==> src/rtl/camera_pkg.sv <==
// Shared definitions for the camera capture path: config field positions,
// pixel formats, capture FSM encoding and crop corner layout.
package camera_pkg;

    typedef enum logic [1:0] {
        FMT_RAW8   = 2'd0,
        FMT_16B    = 2'd1,
        FMT_16B_HI = 2'd2
    } fmt_e;

    localparam int GLOB_EN_BIT      = 31;
    localparam int GLOB_DROP_EN_BIT = 0;
    localparam int GLOB_DROP_LSB    = 1;
    localparam int GLOB_DROP_MSB    = 6;
    localparam int GLOB_CROP_EN_BIT = 7;
    localparam int GLOB_FMT_LSB     = 8;
    localparam int GLOB_FMT_MSB     = 9;

    localparam logic [1:0] IDLE     = 2'd0;
    localparam logic [1:0] WAIT_SOF = 2'd1;
    localparam logic [1:0] ACTIVE   = 2'd2;

    typedef struct packed {
        logic [15:0] y;
        logic [15:0] x;
    } crop_pt_t;

endpackage

==> src/rtl/camera_word_fifo.sv <==
// Small synchronous word FIFO; head is presented combinationally so words
// stream out back to back. A push while full is only accepted alongside a pop.
module camera_word_fifo
#(
    parameter int DEPTH = 4,
    parameter int WIDTH = 32
) (
    input  logic             clk_i,
    input  logic             rstn_i,
    input  logic             push_i,
    input  logic [WIDTH-1:0] data_i,
    input  logic             pop_i,
    output logic [WIDTH-1:0] data_o,
    output logic             full_o,
    output logic             empty_o
);

    localparam int AW = $clog2(DEPTH);
    localparam logic [AW:0] PTR_ONE = 1;

    logic [WIDTH-1:0] mem [DEPTH];
    logic [AW:0]      wr_ptr;
    logic [AW:0]      rd_ptr;
    logic             do_push;
    logic             do_pop;

    assign empty_o = (wr_ptr == rd_ptr);
    assign full_o  = (wr_ptr[AW] != rd_ptr[AW]) && (wr_ptr[AW-1:0] == rd_ptr[AW-1:0]);
    assign do_pop  = pop_i & ~empty_o;
    assign do_push = push_i & (~full_o | do_pop);
    assign data_o  = empty_o ? '0 : mem[rd_ptr[AW-1:0]];

    always_ff @(posedge clk_i or negedge rstn_i) begin
        if (!rstn_i) begin
            wr_ptr <= '0;
            rd_ptr <= '0;
        end else begin
            if (do_push) wr_ptr <= wr_ptr + PTR_ONE;
            if (do_pop)  rd_ptr <= rd_ptr + PTR_ONE;
        end
    end

    // When full, the write slot equals the head slot; the head is consumed this cycle.
    always_ff @(posedge clk_i) begin
        if (do_push) mem[wr_ptr[AW-1:0]] <= data_i;
    end

endmodule

==> src/rtl/camera_capture_core.sv <==
// Camera pixel capture: frames a clk_i-synchronous byte stream, decimates and
// crops it, packs kept bytes little-endian into words and queues them for uDMA RX.
module camera_capture_core
    import camera_pkg::*;
#(
    parameter int CNT_W      = 16,
    parameter int FIFO_DEPTH = 4
) (
    input  logic        clk_i,
    input  logic        rstn_i,
    input  logic [31:0] cfg_glob_i,
    input  logic [31:0] cfg_ll_i,
    input  logic [31:0] cfg_ur_i,
    input  logic        cfg_vsync_pol_i,
    input  logic        cfg_hsync_pol_i,
    input  logic [7:0]  cam_data_i,
    input  logic        cam_valid_i,
    input  logic        cam_vsync_i,
    input  logic        cam_hsync_i,
    output logic        cam_ip_en_o,
    output logic [31:0] data_rx_o,
    output logic [1:0]  data_rx_datasize_o,
    output logic        data_rx_valid_o,
    input  logic        data_rx_ready_i,
    output logic        overflow_o
);

    logic             en, drop_en, crop_en;
    logic [5:0]       drop_val;
    logic [1:0]       fmt;
    crop_pt_t         ll, ur;
    logic             unused_glob;

    logic             vs, hs, vs_q, hs_q, sof, hs_fall;
    logic [1:0]       state;
    logic [5:0]       frame_cnt;
    logic [CNT_W-1:0] x_cnt, y_cnt;
    logic             byte_phase;
    logic [1:0]       lane;
    logic [23:0]      pack_q;

    logic             active, frame_kept, byte_ok, two_byte, pixel_end;
    logic             in_window, in_crop, byte_keep, frame_end, flush_word;
    logic             fifo_push, fifo_pop, fifo_full, fifo_empty;
    logic [31:0]      fifo_wdata;

    assign en          = cfg_glob_i[GLOB_EN_BIT];
    assign drop_en     = cfg_glob_i[GLOB_DROP_EN_BIT];
    assign drop_val    = cfg_glob_i[GLOB_DROP_MSB:GLOB_DROP_LSB];
    assign crop_en     = cfg_glob_i[GLOB_CROP_EN_BIT];
    assign fmt         = cfg_glob_i[GLOB_FMT_MSB:GLOB_FMT_LSB];
    assign ll          = cfg_ll_i;
    assign ur          = cfg_ur_i;
    assign unused_glob = ^cfg_glob_i[30:10];

    assign vs      = cam_vsync_i ^ cfg_vsync_pol_i;
    assign hs      = cam_hsync_i ^ cfg_hsync_pol_i;
    assign sof     = vs & ~vs_q;
    assign hs_fall = hs_q & ~hs;

    assign active     = (state == ACTIVE);
    assign frame_kept = ~drop_en | (frame_cnt == 6'd0);
    assign byte_ok    = active & frame_kept & cam_valid_i & hs & ~vs;
    assign two_byte   = (fmt == FMT_16B) || (fmt == FMT_16B_HI);
    assign pixel_end  = ~two_byte | byte_phase;

    assign in_window = (x_cnt >= CNT_W'(ll.x)) && (x_cnt <= CNT_W'(ur.x)) &&
                       (y_cnt >= CNT_W'(ll.y)) && (y_cnt <= CNT_W'(ur.y));
    assign in_crop   = ~crop_en | in_window;
    // In FMT_16B_HI the second byte of each pixel still advances the phase but is discarded.
    assign byte_keep = byte_ok & in_crop & ~((fmt == FMT_16B_HI) & byte_phase);

    assign frame_end  = sof & active;
    assign flush_word = frame_end & (lane != 2'd0);
    assign fifo_push  = (byte_keep & (lane == 2'd3)) | flush_word;
    assign fifo_wdata = flush_word ? {8'h00, pack_q} : {cam_data_i, pack_q};
    assign fifo_pop   = data_rx_valid_o & data_rx_ready_i;

    assign cam_ip_en_o        = active;
    assign data_rx_valid_o    = ~fifo_empty;
    assign data_rx_datasize_o = 2'b10;

    always_ff @(posedge clk_i or negedge rstn_i) begin
        if (!rstn_i) begin
            vs_q <= 1'b0;
            hs_q <= 1'b0;
        end else begin
            vs_q <= vs;
            hs_q <= hs;
        end
    end

    // Enable is only honoured at frame boundaries so frames are never cut short.
    always_ff @(posedge clk_i or negedge rstn_i) begin
        if (!rstn_i) begin
            state <= IDLE;
        end else begin
            case (state)
                IDLE:     if (en) state <= WAIT_SOF;
                WAIT_SOF: if (!en) state <= IDLE;
                          else if (sof) state <= ACTIVE;
                ACTIVE:   if (sof && !en) state <= IDLE;
                default:  state <= IDLE;
            endcase
        end
    end

    always_ff @(posedge clk_i or negedge rstn_i) begin
        if (!rstn_i) begin
            frame_cnt <= '0;
        end else if (sof) begin
            if (!active || !drop_en || frame_cnt >= drop_val) frame_cnt <= '0;
            else frame_cnt <= frame_cnt + 6'd1;
        end
    end

    always_ff @(posedge clk_i or negedge rstn_i) begin
        if (!rstn_i) begin
            x_cnt      <= '0;
            y_cnt      <= '0;
            byte_phase <= 1'b0;
        end else if (sof) begin
            x_cnt      <= '0;
            y_cnt      <= '0;
            byte_phase <= 1'b0;
        end else if (hs_fall) begin
            x_cnt      <= '0;
            byte_phase <= 1'b0;
            if (y_cnt != '1) y_cnt <= y_cnt + CNT_W'(1);
        end else if (byte_ok) begin
            if (two_byte) byte_phase <= ~byte_phase;
            if (pixel_end && x_cnt != '1) x_cnt <= x_cnt + CNT_W'(1);
        end
    end

    // Lane 3 never lands in pack_q: the word is pushed directly and the packer cleared.
    always_ff @(posedge clk_i or negedge rstn_i) begin
        if (!rstn_i) begin
            lane   <= 2'd0;
            pack_q <= '0;
        end else if (frame_end) begin
            lane   <= 2'd0;
            pack_q <= '0;
        end else if (byte_keep) begin
            lane <= lane + 2'd1;
            case (lane)
                2'd0:    pack_q[7:0]   <= cam_data_i;
                2'd1:    pack_q[15:8]  <= cam_data_i;
                2'd2:    pack_q[23:16] <= cam_data_i;
                default: pack_q        <= '0;
            endcase
        end
    end

    always_ff @(posedge clk_i or negedge rstn_i) begin
        if (!rstn_i) overflow_o <= 1'b0;
        else         overflow_o <= fifo_push & fifo_full & ~fifo_pop;
    end

    camera_word_fifo #(
        .DEPTH (FIFO_DEPTH),
        .WIDTH (32)
    ) u_fifo (
        .clk_i   (clk_i),
        .rstn_i  (rstn_i),
        .push_i  (fifo_push),
        .data_i  (fifo_wdata),
        .pop_i   (fifo_pop),
        .data_o  (data_rx_o),
        .full_o  (fifo_full),
        .empty_o (fifo_empty)
    );

endmodule

==> config.mk <==
export PLATFORM = sky130hd
export DESIGN_NAME = camera_capture_core
export DESIGN_NICKNAME = d
export VERILOG_FILES = /design/src/rtl/camera_pkg.sv /design/src/rtl/camera_word_fifo.sv /design/src/rtl/camera_capture_core.sv
export SDC_FILE = /design/constraint.sdc
export NUM_CORES = 1
export LEC_CHECK = 0
export BUFFER_PORTS_ARGS = -buffer_cell sky130_fd_sc_hd__clkbuf_2
export CAP_MARGIN = 20
export CORE_ASPECT_RATIO = 1.1
export CORE_UTILIZATION = 44
export DETAILED_ROUTE_END_ITERATION = 7
export SLEW_MARGIN = 0
export SYNTH_ARGS = -nofsm -noshare
export SYNTH_HDL_FRONTEND = slang
export SYNTH_SLANG_ARGS = --single-unit
==> constraint.sdc <==
create_clock -name clk_i -period 4.5 [get_ports clk_i]
set_clock_uncertainty 0.1 [all_clocks]
set_input_delay 0.45 -clock clk_i [delete_from_list [all_inputs] [get_ports clk_i]]
set_output_delay 0.45 -clock clk_i [all_outputs]
set_load 0.005 [all_outputs]
==> run summary, run 1 <==
- outcome: finished clean
- Die W: 150 microns
- cell leakage power: 5.26 nW
- crit share post-route: 79.0%
- worst hold path type: input port to flip-flop
- Final Hold Slack: 121 ps
- clock slew seen by the registers of the worst setup and hold paths: 60 ps
- number of warning messages in the yosys log: 0
- post-layout power: 0.00544 W
- dpl cell area: 0.0115 sq mm
- mean cell area of the mapped netlist: 12.1 sq um
- final HPWL from detailed placement: 14600 microns
- total number of vias: 6841
- synthesis-stage register bit count: 204
- max-capacitance violation count: 0
- endpoints failing setup: 0
- gp weighted congestion: 0.817
- number of buffers added on ports: 125
- Fmax: 281 MHz
- Total Neg Setup Slack: 0 ps
- worst slew slack as a fraction of its limit: 41.2%
- Global Route Usage Sum: 18.2%
- die area: 0.0247 sq mm
- CTS tree: built
- Cell Area, Synth: 0.0106 sq mm
- mean routed wirelength per cell: 16.2 microns
- most frequent standard cell in the layout excluding fill and tap cells: sky130_fd_sc_hd__edfxtp_1
- total iterations of the first detailed-routing run: 5
- post-synthesis cell count: 874
- Worst Path Required: 4550 ps
- global route total overflow: 0
- commonest non-fill, non-tap cells in the layout: sky130_fd_sc_hd__edfxtp_1, sky130_fd_sc_hd__clkbuf_2, sky130_fd_sc_hd__inv_1, sky130_fd_sc_hd__ha_1, sky130_fd_sc_hd__dfrtp_1
- clock network latency to the later pin of the worst-skew pair: 510 ps
- syn_nets: 1070
- Least-Margin Pin Slew: 881 ps
- highest net fanout along the worst path: 32
- Final Net Count: 1196
- worst setup path category: flip-flop to flip-flop
- Multi-input gate area: 0.00436 sq mm
- endpoint of the most critical setup path: u_fifo.mem[1][21]
- detailed-route vias per instance: 5.18
- worst slack at placement: 792 ps
- dominant register cell in the synthesized netlist: sky130_fd_sc_hd__edfxtp_1
- minimum clock period: 3550 ps
- Design Area, Final: 0.0123 sq mm
- final antenna diode count: 0
- # H-tree levels: 1
- worst reg2reg path endpoint: u_fifo.mem[1][21]
- vias in the first global route: 6867
- Final Max Tran Viols: 0
- start of the worst register-to-register path: frame_cnt[0]
- number of routed nets with antenna violations: 0
- Root Buffer: sky130_fd_sc_hd__clkbuf_16
- Top Ports: 149
- EDFF count, synth: 128
- clock sink count: 204
- initial antenna violation count: 0
- Arr. time, crit path: 3600 ps
- DR iter-0 viols: 309
- maximum number of pins on one net before global-route repair: 77
- Crit. End Element: flip-flop
- fraction of layout instances using a drive strength above 1: 21.5%
- Remaining DRCs: 0
- maximum count of clock buffers along a single path: 3
- startpoint class of the critical path: flip-flop
- number of endpoints with negative hold slack in the final report: 0
- number of buffers created by CTS: 22
- minimum setup slack in the final design: 947 ps
- wire length of the first global-routing pass: 35000 microns
- number of unique standard cell types used by synthesis: 55
- Initial Utilization: 44.8%
- post-detailed-routing wire length: 21400 microns
- sequential standard cell area: 0.00575 sq mm
- sequential-to-total area share from yosys stat: 54.3%
- beginning of the critical path: frame_cnt[0]
- setup fix buffers added after clock tree synthesis: 0
- PD cells: 441 mW/mm^2
- share of synthesized registers carrying an async set or reset: 37.3%
- worst-case register-to-register setup slack: 950 ps
- area growth from synthesis to final layout: 16.5%
- RSZ-0062 raised after global routing: false
- Max VDD drop: 0.215 mV
- cell depth of the worst flop-to-flop path: 11
- placeable core region: 0.0236 sq mm
- die boundary height: 165 microns
- count of standard-cell rows: 59
- filler cell count: 2102
[critical path: stages, from the launching register on]
cell                        delay [ps]
sky130_fd_sc_hd__dfrtp_1           390
sky130_fd_sc_hd__inv_1             110
sky130_fd_sc_hd__ha_1              140
sky130_fd_sc_hd__or4b_1            420
sky130_fd_sc_hd__o21ai_1           220
sky130_fd_sc_hd__nand3_1           250
sky130_fd_sc_hd__a21oi_2           260
sky130_fd_sc_hd__o2111ai_1         140
sky130_fd_sc_hd__o21a_1            270
sky130_fd_sc_hd__nor2_1            290
sky130_fd_sc_hd__and2_1            170
sky130_fd_sc_hd__buf_4             410
[registers in the layout (all words and copies together), names as in the netlist]
signal and cells:
hs_q 1, vs_q 1, y_cnt 16, x_cnt 16, frame_cnt 6, state 2
u_fifo.rd_ptr 3, byte_phase 1, pack_q 24, overflow_o 1, u_fifo.wr_ptr 3, lane 2
u_fifo.mem 128
[power by group]
group	internal (W)	total, W	switching (W)	leakage, nW
sequential	0.00206	0.00217	0.000107	2.13
clock	0.00107	0.00180	0.000732	0.344
combinational	0.000721	0.00146	0.000744	2.78
total	0.00385	0.00544	0.00158	5.26
[metrics by stage]
| step | cells | util (%) |
|---|---|---|
| 2_1_floorplan | 874 | - |
| 3_3_place_gp | 1278 | 48.9 |
| 3_5_place_dp | 1278 | 48.9 |
| 4_1_cts | 1318 | 52.0 |
| 5_1_grt | 1321 | 52.2 |
| 6_report | 1321 | 52.2 |
[routing by layer]
layer  up-vias  wire, microns  track usage [%]
met2       133          10600             32.3
met5         -              0                0
met3        24            879             2.76
li1       3426              -                -
met1      3258           9630             23.5
met4         0            265             4.04
[layout make-up]
type,instances,share of cell area [%]
tap,305,3.09
clock inverter,14,1.09
multi-input combinational,547,35.3
inverter,85,2.59
timing repair buffer,140,6.45
sequential,204,46.6
clock buffer,26,4.84
[synthesized netlist by cell type (3+ instances only)]
| library cell | count | area (sq um) |
|---|---|---|
| sky130_fd_sc_hd__mux2_2 | 3 | 33.8 |
| sky130_fd_sc_hd__dfrtp_1 | 76 | 1900 |
| sky130_fd_sc_hd__o21a_1 | 4 | 30.0 |
| sky130_fd_sc_hd__o31ai_1 | 24 | 180 |
| sky130_fd_sc_hd__and4_1 | 6 | 52.6 |
| sky130_fd_sc_hd__a21o_1 | 8 | 60.1 |
| sky130_fd_sc_hd__inv_1 | 85 | 319 |
| sky130_fd_sc_hd__a21oi_1 | 52 | 260 |
| sky130_fd_sc_hd__nand4_1 | 7 | 43.8 |
| sky130_fd_sc_hd__o211ai_1 | 10 | 75.1 |
| sky130_fd_sc_hd__and2_1 | 7 | 43.8 |
| sky130_fd_sc_hd__xnor2_1 | 18 | 158 |
| sky130_fd_sc_hd__ha_1 | 84 | 1050 |
| sky130_fd_sc_hd__or4_1 | 16 | 120 |
| sky130_fd_sc_hd__mux4_2 | 32 | 721 |
| sky130_fd_sc_hd__nor2_1 | 46 | 173 |
| sky130_fd_sc_hd__nand2b_1 | 4 | 25.0 |
| sky130_fd_sc_hd__xor2_1 | 17 | 149 |
| sky130_fd_sc_hd__clkbuf_1 | 24 | 90.1 |
| sky130_fd_sc_hd__edfxtp_1 | 128 | 3840 |
| sky130_fd_sc_hd__buf_1 | 8 | 30.0 |
| sky130_fd_sc_hd__a211oi_1 | 3 | 22.5 |
| sky130_fd_sc_hd__nand3_1 | 25 | 125 |
| sky130_fd_sc_hd__or3_1 | 5 | 31.3 |
| sky130_fd_sc_hd__nor2b_1 | 45 | 282 |
| sky130_fd_sc_hd__and3_1 | 11 | 68.8 |
| sky130_fd_sc_hd__nor3_1 | 5 | 25.0 |
| sky130_fd_sc_hd__o2111ai_1 | 3 | 26.3 |
| sky130_fd_sc_hd__nand2_1 | 58 | 218 |
| sky130_fd_sc_hd__o21ai_0 | 24 | 120 |
[kinds of logic (layout without fill, tap and decap cells)]
kind of cell / count (synthesis) / after routing / synth area share [%]
xor+xnor: 35 / 35 / 2.90
buf+inv: 123 / 265 / 4.60
fa+ha+maj: 84 / 84 / 9.93
simple gates: 245 / 245 / 12.3
compound gates: 144 / 144 / 8.58
flops: 204 / 204 / 54.3
mux: 37 / 37 / 7.32
other cells: 2 / 2 / 0.0710
[worst min-delay path by stage]
stage	to	from	depth (start not counted)	slack [ps]
final	hs_q	cam_hsync_i	2	120
after global routing	hs_q	cam_hsync_i	2	110
after global placement	state[0]	state[0]	1	350
after floorplan	byte_phase	rstn_i	0	50
after detailed placement	state[0]	state[0]	1	370
after CTS	y_cnt[5]	rstn_i	1	60
[timing repair]
| item | 4_1_cts | 5_1_grt |
|---|---|---|
| resized for setup | 0 | 0 |
| endpoints found under the setup margin | 0 | 0 |
| hold buffers | 0 | 1 |
| hold endpoints to repair | 0 | 8 |
Power figures use the tool's default switching activity.
==> inputs of run 2 (changes only) <==
==> constraint.sdc (replaced) <==
create_clock -name clk_i -period 3.3 [get_ports clk_i]
set_clock_uncertainty 0.1 [all_clocks]
set_input_delay 0.33 -clock clk_i [delete_from_list [all_inputs] [get_ports clk_i]]
set_output_delay 0.33 -clock clk_i [all_outputs]
set_load 0.005 [all_outputs]
==> run summary, run 2 (same netlist as run 1, synthesis figures left out) <==
- worst-case register-to-register setup slack: 160 ps
- number of buffers added on ports: 125
- minimum setup slack in the final design: 156 ps
- final cell count without fillers: 1361
- initial antenna violation count: 0
- Crit. End Element: flip-flop
- Total Neg Setup Slack: 0 ps
- most frequent standard cell in the layout excluding fill and tap cells: sky130_fd_sc_hd__edfxtp_1
- gp weighted congestion: 0.780
- clock sink count: 204
- RSZ-0062 raised after global routing: true
- highest-delay cell along the critical path: sky130_fd_sc_hd__or4_1
- worst hold path type: input port to flip-flop
- clock slew seen by the registers of the worst setup and hold paths: 70 ps
- cell depth of the worst hold path: 3
- number of buffers created by CTS: 22
- worst slew slack as a fraction of its limit: 42.4%
- Fmax: 318 MHz
- commonest non-fill, non-tap cells in the layout: sky130_fd_sc_hd__edfxtp_1, sky130_fd_sc_hd__clkbuf_2, sky130_fd_sc_hd__inv_1, sky130_fd_sc_hd__ha_1, sky130_fd_sc_hd__dfrtp_1
- worst slack at placement: 61.3 ps
- Die W: 150 microns
- Design Area, Final: 0.0128 sq mm
- final HPWL from detailed placement: 15900 microns
- die boundary height: 165 microns
- switching portion of total power: 29.0%
- share of power burned in combinational logic: 27.5%
- CTS tree: built
- Least-Margin Pin Slew: 864 ps
- Critical Path, Cell by Cell: ha_4 > nand4_1 > nor4_2 > o21ai_1 > o211ai_1 > buf_4 > nand2_1 > o31a_1 > buf_12 > or4_1 > a21oi_2
- clock network latency to the later pin of the worst-skew pair: 500 ps
- wire length of the first global-routing pass: 35600 microns
- max-capacitance violation count: 0
- number of routed nets with antenna violations: 0
- outcome: finished clean
- Top Ports: 149
- final antenna diode count: 0
- mean routed wirelength per cell: 16.6 microns
- highest net fanout along the worst path: 17
- total number of vias: 7023
- sequential share of power: 39.7%
- Root Buffer: sky130_fd_sc_hd__clkbuf_16
- Global Route Usage Sum: 18.6%
- Worst Path Required: 3600 ps
- placeable core region: 0.0236 sq mm
- maximum number of pins on one net before global-route repair: 57
- dpl cells: 1305
- post-detailed-routing wire length: 22600 microns
- startpoint class of the critical path: flip-flop
- Initial Utilization: 44.8%
- cell depth of the worst flop-to-flop path: 11
- filler cell count: 2063
- worst setup path category: flip-flop to flip-flop
- cell leakage power: 5.49 nW
- Remaining DRCs: 0
- Final Max Tran Viols: 0
- global route total overflow: 0
- dpl cell area: 0.0118 sq mm
- endpoint of the worst hold-timing path: state[0]
- Arr. time, crit path: 3450 ps
- fraction of layout instances using a drive strength above 1: 25.9%
- area growth from synthesis to final layout: 21.1%
- die area: 0.0247 sq mm
- number of endpoints with negative hold slack in the final report: 0
- worst reg2reg path endpoint: pack_q[20]
- Final Net Count: 1236
- # H-tree levels: 1
- vias in the first global route: 6868
- PD cells: 583 mW/mm^2
- total iterations of the first detailed-routing run: 5
- count of standard-cell rows: 59
- clock share of power: 32.8%
- detailed-route vias per instance: 5.16
- Max VDD drop: 0.270 mV
- peak per-stage delay on the critical path: 530 ps
- DR iter-0 viols: 300
- internal cell power: 0.00530 W
- net switching power: 0.00217 W
- Largest register FFs: 128
- endpoints failing setup: 0
- launch point of the worst hold path: cfg_glob_i[31]
- crit share post-route: 95.3%
- minimum clock period: 3140 ps
- start of the worst register-to-register path: x_cnt[11]
- maximum count of clock buffers along a single path: 3
==> run 2: how the worst max path moves through the flow <==
stage | slack, ps | to | cells after the start | from
floorplan | 50 | u_fifo.mem[3][0] | 9 | frame_cnt[0]
global placement | 110 | u_fifo.mem[3][23] | 12 | cfg_ll_i[13]
detailed placement | 60 | u_fifo.mem[3][21] | 12 | cfg_ll_i[13]
CTS | 30 | u_fifo.mem[3][15] | 10 | x_cnt[13]
global route | -40 | pack_q[9] | 11 | x_cnt[5]
finish | 160 | pack_q[20] | 11 | x_cnt[11]
==> run 2: stage by stage <==
stage                     total power, W  utilization, %  hold WS [ps]
after floorplan                  0.00432               -         -65.6
after global placement           0.00509            50.1           353
after detailed placement         0.00512            50.1           359
after CTS                        0.00759            53.3          1.49
after global routing             0.00791            54.3          11.8
final                            0.00747            54.3          8.39
==> run 2: worst max-delay path, delay by kind of cell (launching register included) <==
family                     cells  cell delay [ps]
AOI/OAI and AO/OA              4              880
adders and majority gates      1              280
and+or+nand+nor                4             1010
DFF                            1              440
buffers and inverters          2              330
==> run 2: layer usage <==
metal	track usage [%]	share of wire, %	vias to the layer above
li1	-	-	3499
met1	24.4	45	3352
met2	33.0	50	156
met3	2.65	4.4	16
met4	3.40	0.83	0
met5	0	0	-
==> run 2: power groups by stage <==
| stage | combinational, W | clock [W] | sequential [W] |
|---|---|---|---|
| after floorplan | 0.00140 | 0 | 0.00293 |
| after detailed placement | 0.00209 | 0 | 0.00302 |
| after CTS | 0.00210 | 0.00251 | 0.00297 |
| after global routing | 0.00232 | 0.00261 | 0.00299 |
| after global placement | 0.00207 | 0 | 0.00302 |
| final | 0.00205 | 0.00245 | 0.00297 |
==> run 2: repair_timing <==
item | CTS | global route
hold buffers | 3 | 0
resized for setup | 0 | 21
hold endpoints to repair | 56 | 0
endpoints found under the setup margin | 0 | 155
setup buffers | 0 | 11
==> run 2: layout make-up <==
cell class | count | area, sq um | share of cell area, %
clock buffer | 26 | 566 | 4.41
clock inverter | 14 | 160 | 1.25
inverter | 85 | 319 | 2.49
multi-input combinational | 547 | 4440 | 34.7
sequential | 204 | 5750 | 44.9
tap | 305 | 382 | 2.98
timing repair buffer | 180 | 1200 | 9.33
